### config.mk
export PLATFORM = sky130hd
export DESIGN_NAME = rf_wb_arbiter_flat
export DESIGN_NICKNAME = d
export VERILOG_FILES = /design/src/rtl/rf_wb_arbiter_if.sv /design/src/rtl/rf_wb_arbiter.sv /design/src/flat_wrapper.sv
export SDC_FILE = /design/constraint.sdc
export NUM_CORES = 1
export LEC_CHECK = 0
export ABC_AREA = 1
export BUFFER_PORTS_ARGS = -buffer_cell sky130_fd_sc_hd__buf_2
export CORE_ASPECT_RATIO = 0.5
export CORE_MARGIN = 2
export CORE_UTILIZATION = 40
export CTS_CLUSTER_SIZE = 10
export DETAILED_ROUTE_END_ITERATION = 10
export PLACE_DENSITY = 0.66
export RECOVER_POWER = 50
export SETUP_SLACK_MARGIN = 0.02
export SYNTH_ARGS = -nofsm -noshare
export SYNTH_HDL_FRONTEND = slang
export SYNTH_SLANG_ARGS = --single-unit
### constraint.sdc
create_clock -name clk -period 5.23 [get_ports clk]
set_input_delay 0 -clock clk [delete_from_list [all_inputs] [get_ports clk]]
set_output_delay 0 -clock clk [all_outputs]
set_load 0.01 [all_outputs]
### src/rtl/rf_wb_arbiter_if.sv
// Writeback bus between the requesters and the register-file write arbiter.
// The master side drives requests and hold; the slave side is the arbiter.
interface rf_wb_arbiter_if #(
  parameter int NR_REQ     = 3,
  parameter int ADDR_WIDTH = 5,
  parameter int DATA_WIDTH = 32,
  parameter int GID_W      = (NR_REQ > 1) ? $clog2(NR_REQ) : 1
);
  logic                         hold;
  logic [NR_REQ-1:0]            req_valid;
  logic [NR_REQ-1:0]            req_ready;
  logic [NR_REQ*ADDR_WIDTH-1:0] req_addr;
  logic [NR_REQ*DATA_WIDTH-1:0] req_data;
  logic                         rf_wen;
  logic [ADDR_WIDTH-1:0]        rf_waddr;
  logic [DATA_WIDTH-1:0]        rf_wdata;
  logic [GID_W-1:0]             grant_id;

  modport master (
    output hold, req_valid, req_addr, req_data,
    input  req_ready, rf_wen, rf_waddr, rf_wdata, grant_id
  );

  modport slave (
    input  hold, req_valid, req_addr, req_data,
    output req_ready, rf_wen, rf_waddr, rf_wdata, grant_id
  );
endinterface

### src/rtl/rf_wb_arbiter.sv
// Round-robin arbiter sharing the single register-file write port among NR_REQ
// writeback requesters; the granted write is registered and presented one cycle later.
module rf_wb_arbiter #(
  parameter int NR_REQ      = 3,
  parameter int ADDR_WIDTH  = 5,
  parameter int DATA_WIDTH  = 32,
  parameter bit ZERO_REG_RO = 1'b1
) (
  input  logic           clk,
  input  logic           rst,
  rf_wb_arbiter_if.slave bus
);

  localparam int GID_W = (NR_REQ > 1) ? $clog2(NR_REQ) : 1;

  logic [GID_W-1:0]      ptr_q, ptr_d;
  logic [GID_W-1:0]      gid_q, gid_d;
  logic                  wen_q, wen_d;
  logic [ADDR_WIDTH-1:0] waddr_q, waddr_d;
  logic [DATA_WIDTH-1:0] wdata_q, wdata_d;

  logic                  win_found;
  logic [GID_W-1:0]      win_idx;
  logic [ADDR_WIDTH-1:0] win_addr;
  logic [DATA_WIDTH-1:0] win_data;
  logic                  fire;
  logic [NR_REQ-1:0]     ready;
  int                    scan_idx;

  // Scan from ptr upward, wrapping at NR_REQ-1; the first valid requester wins.
  always_comb begin
    win_found = 1'b0;
    win_idx   = '0;
    win_addr  = '0;
    win_data  = '0;
    scan_idx  = 0;
    for (int k = 0; k < NR_REQ; k++) begin
      scan_idx = int'(ptr_q) + k;
      if (scan_idx >= NR_REQ) begin
        scan_idx = scan_idx - NR_REQ;
      end
      if (!win_found && bus.req_valid[scan_idx]) begin
        win_found = 1'b1;
        win_idx   = GID_W'(scan_idx);
        win_addr  = bus.req_addr[scan_idx*ADDR_WIDTH +: ADDR_WIDTH];
        win_data  = bus.req_data[scan_idx*DATA_WIDTH +: DATA_WIDTH];
      end
    end
  end

  assign fire = win_found & ~bus.hold & ~rst;

  always_comb begin
    ready = '0;
    if (fire) begin
      ready[win_idx] = 1'b1;
    end
  end

  // Reset is synchronous, so it is folded into the next-state logic.
  always_comb begin
    ptr_d   = ptr_q;
    gid_d   = gid_q;
    wen_d   = 1'b0;
    waddr_d = waddr_q;
    wdata_d = wdata_q;
    if (rst) begin
      ptr_d   = '0;
      gid_d   = '0;
      waddr_d = '0;
      wdata_d = '0;
    end else if (fire) begin
      wen_d   = !(ZERO_REG_RO && (win_addr == '0));
      waddr_d = win_addr;
      wdata_d = win_data;
      gid_d   = win_idx;
      ptr_d   = (win_idx == GID_W'(NR_REQ - 1)) ? '0 : win_idx + GID_W'(1);
    end
  end

  always_ff @(posedge clk) begin
    ptr_q   <= ptr_d;
    gid_q   <= gid_d;
    wen_q   <= wen_d;
    waddr_q <= waddr_d;
    wdata_q <= wdata_d;
  end

  assign bus.req_ready = ready;
  assign bus.rf_wen    = wen_q;
  assign bus.rf_waddr  = waddr_q;
  assign bus.rf_wdata  = wdata_q;
  assign bus.grant_id  = gid_q;

endmodule

### src/flat_wrapper.sv
// flat-port wrapper written by rule: the top's interface ports become plain ports
module rf_wb_arbiter_flat 
#(
  parameter int NR_REQ      = 3,
  parameter int ADDR_WIDTH  = 5,
  parameter int DATA_WIDTH  = 32,
  parameter bit ZERO_REG_RO = 1'b1
)
  (clk, rst, bus_hold, bus_req_valid, bus_req_addr, bus_req_data, bus_req_ready, bus_rf_wen, bus_rf_waddr, bus_rf_wdata, bus_grant_id);
  rf_wb_arbiter_if #(.NR_REQ(NR_REQ), .ADDR_WIDTH(ADDR_WIDTH), .DATA_WIDTH(DATA_WIDTH), .GID_W((2))) bus_i ();
  input  logic clk;
  input  logic rst;
  input wire logic [$bits(bus_i.hold)-1:0] bus_hold;
  input wire logic [$bits(bus_i.req_valid)-1:0] bus_req_valid;
  input wire logic [$bits(bus_i.req_addr)-1:0] bus_req_addr;
  input wire logic [$bits(bus_i.req_data)-1:0] bus_req_data;
  output wire logic [$bits(bus_i.req_ready)-1:0] bus_req_ready;
  output wire logic [$bits(bus_i.rf_wen)-1:0] bus_rf_wen;
  output wire logic [$bits(bus_i.rf_waddr)-1:0] bus_rf_waddr;
  output wire logic [$bits(bus_i.rf_wdata)-1:0] bus_rf_wdata;
  output wire logic [$bits(bus_i.grant_id)-1:0] bus_grant_id;
  assign bus_i.hold = bus_hold;
  assign bus_i.req_valid = bus_req_valid;
  assign bus_i.req_addr = bus_req_addr;
  assign bus_i.req_data = bus_req_data;
  assign bus_req_ready = bus_i.req_ready;
  assign bus_rf_wen = bus_i.rf_wen;
  assign bus_rf_waddr = bus_i.rf_waddr;
  assign bus_rf_wdata = bus_i.rf_wdata;
  assign bus_grant_id = bus_i.grant_id;
  rf_wb_arbiter #(.NR_REQ(NR_REQ), .ADDR_WIDTH(ADDR_WIDTH), .DATA_WIDTH(DATA_WIDTH), .ZERO_REG_RO(ZERO_REG_RO)) u_core (.clk(clk), .rst(rst), .bus(bus_i));
endmodule
# Word-level counts from Yosys, hierarchy flattened
# Cells that the tools add are included.
# Widths: inputs -> output; s select.
# word_totals
regBits	42
in_bits	117
out_inout_bits	43
# op_classes
n_addsub	6
n_mul	3
order_cmp	8
n_eq_ne	1
shifts	6
mux	28
bitwise	5
n_reduce_logical	8
# op_table
operator	n
$shiftx 96x32->32	3
$mux 32	6
$lt 32x4->1 const B	3
$mul 32x4->32 const B	3
$shiftx 15x32->5	3
$ge 32x3->1 const B	2
$sub 32x3->32 const B	2
$mux 5	3
$mux 1	10
$mux 2	4
$bmux 1 s2	3
$logic_not 5->1	1
$add 2x1->3 const B	1
$add 2x2->3 const B	1
$logic_and 1x1->1	3
$logic_not 1->1	3
$lt 2x3->1 const B	1
$mux 3	1
$not 1->1	3
$sub 2x2->3 const B	1
$add 2x1->2 const B	1
$and 1x1->1	2
$demux 1 s2	1
$eq 2x2->1 const B	1
other kinds (3)	3

# Depth between registers and ports, before layout
# depth
ltp_word	17
depth_mapped	22

# Worst setup path after synthesis
# No wires, ideal clock.
# synth_timing
path_type	register to register
from	register u_core.ptr_q[1]
to	register u_core.waddr_q[4] (netlist: u_core.bus.rf_waddr[4])
setup_ps	109
arrival_ps	2975
path_slack_ps	2146
path_stages_with_launch	23
path_buffers	5
period_less_slack_ps	3084
cell_sequence	dfxtp_1 -> inv_1 -> ha_1 -> buf_2 -> inv_1 -> buf_2 -> buf_2 -> buf_2 -> nand4_1 -> fa_1 -> clkbuf_1 -> nand3_1 -> nand3_1 -> nand3_1 -> o21ai_0 -> nand2_1 -> nand2_1 -> nand2_1 -> nand2_1 -> a21oi_1 -> nand2_1 -> nand2_1 -> inv_1
# synth_via
elab_chain_len	14
# synth_lines
element	line_no	source
from (decl)	rf_wb_arbiter.sv:16	logic [GID_W-1:0] ptr_q, ptr_d;
from (signal assigned)	rf_wb_arbiter.sv:82	ptr_q <= ptr_d;
branches (longest 14 deep; another with $sub 32x3->32)	--	
to (signal assigned)	rf_wb_arbiter.sv:85	waddr_q <= waddr_d;
to (decl)	rf_wb_arbiter.sv:19	logic [ADDR_WIDTH-1:0] waddr_q, waddr_d;
# Several ways; the timed one is not identified. The select of a mux whose other input is x is not followed.
# A chain may end at the register's enable or synchronous reset.

# Final worst setup path
# layout_timing
from	register u_core.ptr_q[1]
to	register u_core.wen_q (netlist: u_core.bus.rf_wen)
# layout_via
elab_chain_len	16
# layout_lines
element	line_no	source
branches (longest 16 deep; another with $sub 32x3->32)	--	
to (signal assigned)	rf_wb_arbiter.sv:84	wen_q <= wen_d;
to (decl)	rf_wb_arbiter.sv:18	logic wen_q, wen_d;
# Several ways; the timed one is not identified. The select of a mux whose other input is x is not followed.

==> flow_summary.toml <==
[die]
initial_core_util_pct = 41.1
dieWidth_um = 160
ioPinCount = 160
num_rows = 28
design.die.area_sq_mm = 0.0131
die_h_um = 81.8
core_area_sq_mm = 0.0118

[synth]
ys_seq_area_share_pct = 17.3
async_reset_ff_share_pct = 0
yosysTopAreaCellShare_pct = 17.3
synth-xor-area-share_pct = 0
synth_top_family_by_area = "compound AO/OA/AOI/OAI gates"
yosysTopAreaCell = "dfxtp_1"
ys_warn_count = 0
synth-edff-count = 0
synthCells = 854
synthMuxAreaShare_pct = 0
synth.net_count = 979
synthSimpleGateAreaFrac_pct = 26.1
avgSynthCellArea_sq_um = 5.68
yosys-top-cells-count = "nand2_1, inv_1, a21oi_1"
synthAdderAreaFrac_pct = 2.22
synth-seq-cells = 42
synthTopCellsByArea = "dfxtp_1, nand2_1, a21oi_1"
dominantRegCellSynth = "dfxtp_1"
synth_area_sq_mm = 0.00485
yosysMostFrequentCell = "nand2_1"
ys_types = 34
synth-compound-area-share_pct = 39.9

[route]
wl_mm = 19.2
via_count = 6533
drt_iter0_markers = 722
drc = 0
final_antenna_net_count = 0
via_per_inst = 5.80
first_pass_iters = 6
wl_per_cell_um = 17.0

[global_route]
grt_pass1_wl_mm = 29.8
grt_start_max_net_pins = 62
grtUsageTotal_pct = 28.0
overflow = 0
grt_pass1_vias = 5949
grt_antenna_before_repair = 0

[sta]
rsz0062_at_grt = "no"
skew_ps = 6.10
fmax_mhz = 242
worst_pin_slew_ps = 1610
period_share_pct = 78.9
hold_viol = 0
drv_slew = 20
tns_ps = 0
maxSlewHeadroom_pct = -7.73
setup_violations = 0
setup_ws_ps = 1100
layout_min_cycle_time_ps = 4130

[layout]
num_antenna_cells = 0
fin_util_pct = 48.6
seq_area_sq_um = 841
postLayoutCellArea_sq_mm = 0.00574
fin_nets = 1085
area_growth_pct = 18.4
drive_above_1_share_pct = 15.8
num-fill-cells = 1292
multi_input_area_sq_mm = 0.00332

[clock_network]
cts-root-buf = "clkbuf_16"
cts_buffers = 5
cts_max_level = 2
cts.sinks = 42
cts_hold_buf = 0
cts_tree = "yes"
post_cts_buffers = 0
ctsResizeCount = 0
clkLatencyLatePin_ps = 290
clk_pin_slew_worst_paths_ps = 60
cts_max_path_buffers = 2

[place]
io_buffers = 159
post-place-ws_ps = 1510
dp_hpwl_mm = 12.5
dpl_cell_area_sq_mm = 0.00563
place_congestion = 0.986

[setup_path]
crit_arrival_ps = 4330
crit_start = "u_core.ptr_q[1]"
crit_type = "register to register"
cp_max_fo = 35
worstPathRequired_ps = 5430
start_kind = "register"
regToRegStartpoint = "u_core.ptr_q[1]"
endpoint_kind = "register"

[power]
seqPwrFrac_pct = 23.2
internal_power_uw = 874
power_density_mw_per_mm2 = 285
p_leak_uw = 0.00286
swShare_pct = 46.6
pwr-share-comb_pct = 54.6
p_total_uw = 1640
p_clk_share_pct = 22.2
ir_drop_mv = 0.156
p_sw_uw = 763

[status]
status = "complete, but fails checks"
violations = "max-capacitance violations, max-slew violations"

[worst_hold_path]
hold_path.class = "input port to register"
min_from = "bus_req_addr[12]"

[run]
maxCapViolCount = 1
==> cells by family after synthesis <==
logic type      after synthesis
buf+inv                     173
simple gates                308
flops                        42
fa+ha+maj                     8
other cells                   1
compound gates              322
==> cells in the final DEF (no fill, tap or decap), types with 3 or more instances in the layout <==
| cell type | Yosys | final |
|---|---|---|
| o211ai_1 | 4 | 4 |
| nand4_1 | 5 | 5 |
| buf_2 | 30 | 119 |
| a21oi_1 | 86 | 86 |
| o22ai_1 | 36 | 36 |
| clkbuf_1 | 30 | 42 |
| o21ai_1 | 39 | 39 |
| a22oi_1 | 4 | 4 |
| o21ai_0 | 64 | 64 |
| nand3_1 | 27 | 27 |
| nor3_1 | 3 | 3 |
| inv_2 | 4 | 4 |
| a221oi_1 | 28 | 28 |
| ha_1 | 7 | 5 |
| a31oi_1 | 3 | 3 |
| inv_1 | 98 | 98 |
| a211oi_1 | 55 | 55 |
| nand2_2 | 3 | 3 |
| nor2_1 | 68 | 66 |
| buf_4 | 1 | 11 |
| nand2_1 | 196 | 196 |
| dfxtp_1 | 42 | 42 |
| clkbuf_16 | 0 | 5 |
==> flip-flops by register name, summed over array words and instances (netlist names) <==
| register | count |
|---|---|
| u_core.bus.rf_wdata | 32 |
| u_core.bus.rf_waddr | 5 |
| u_core.bus.rf_wen | 1 |
| u_core.ptr_q | 2 |
| u_core.bus.grant_id | 2 |
==> per-layer routing <==
metal / up-vias / track usage (%) / wire [um]
met4: 0 / 8.18 / 237
li1: 3147 / - / -
met3: 28 / 4.75 / 1800
met1: 3006 / 36.6 / 8370
met2: 352 / 48.3 / 8740
met5: - / 0 / 0
==> final cells by class <==
class / instances / share of cell area [%]
clock inverter: 1 / 0.523
inverter: 102 / 6.67
clock buffer: 7 / 2.31
tap: 165 / 3.60
multi-input combinational: 639 / 57.8
timing repair buffer: 170 / 14.4
sequential: 42 / 14.7
==> critical path: stages (launching register included) <==
cell     delay [ps]
dfxtp_1         360
inv_1           120
ha_2            660
inv_2           400
nor2_1         1300
buf_4           440
nand2_1          70
o21ai_0          80
a21oi_1          60
nor2_1          100
nor2_1           50
nand2_1          90
nor2_1           50
nand2_1          60
nor2_1           40
a21oi_1         140
==> power groups by stage <==
stage	registers (uW)	clock network, uW	logic (uW)
finish	381	363	894
CTS	379	365	884
global route	383	379	988
global placement	386	0	871
detailed placement	386	0	879
floorplan	397	0	609
==> path summary, 6_finish.rpt <==
path                            slack (ps)                      to  depth (start not counted)
worst max-delay path                  1100       u_core.bus.rf_wen                         15
worst min-delay path                   170  u_core.bus.rf_waddr[2]                          7
worst max register to register        1100       u_core.bus.rf_wen                         15
worst min register to register         460  u_core.bus.rf_waddr[0]                          2
==> stage by stage <==
stage	hold slack [ps]	cells
floorplan	291	854
global placement	409	1118
detailed placement	401	1118
CTS	166	1126
global route	204	1126
finish	165	1126
No activity file was read; power rests on OpenSTA's default activity.
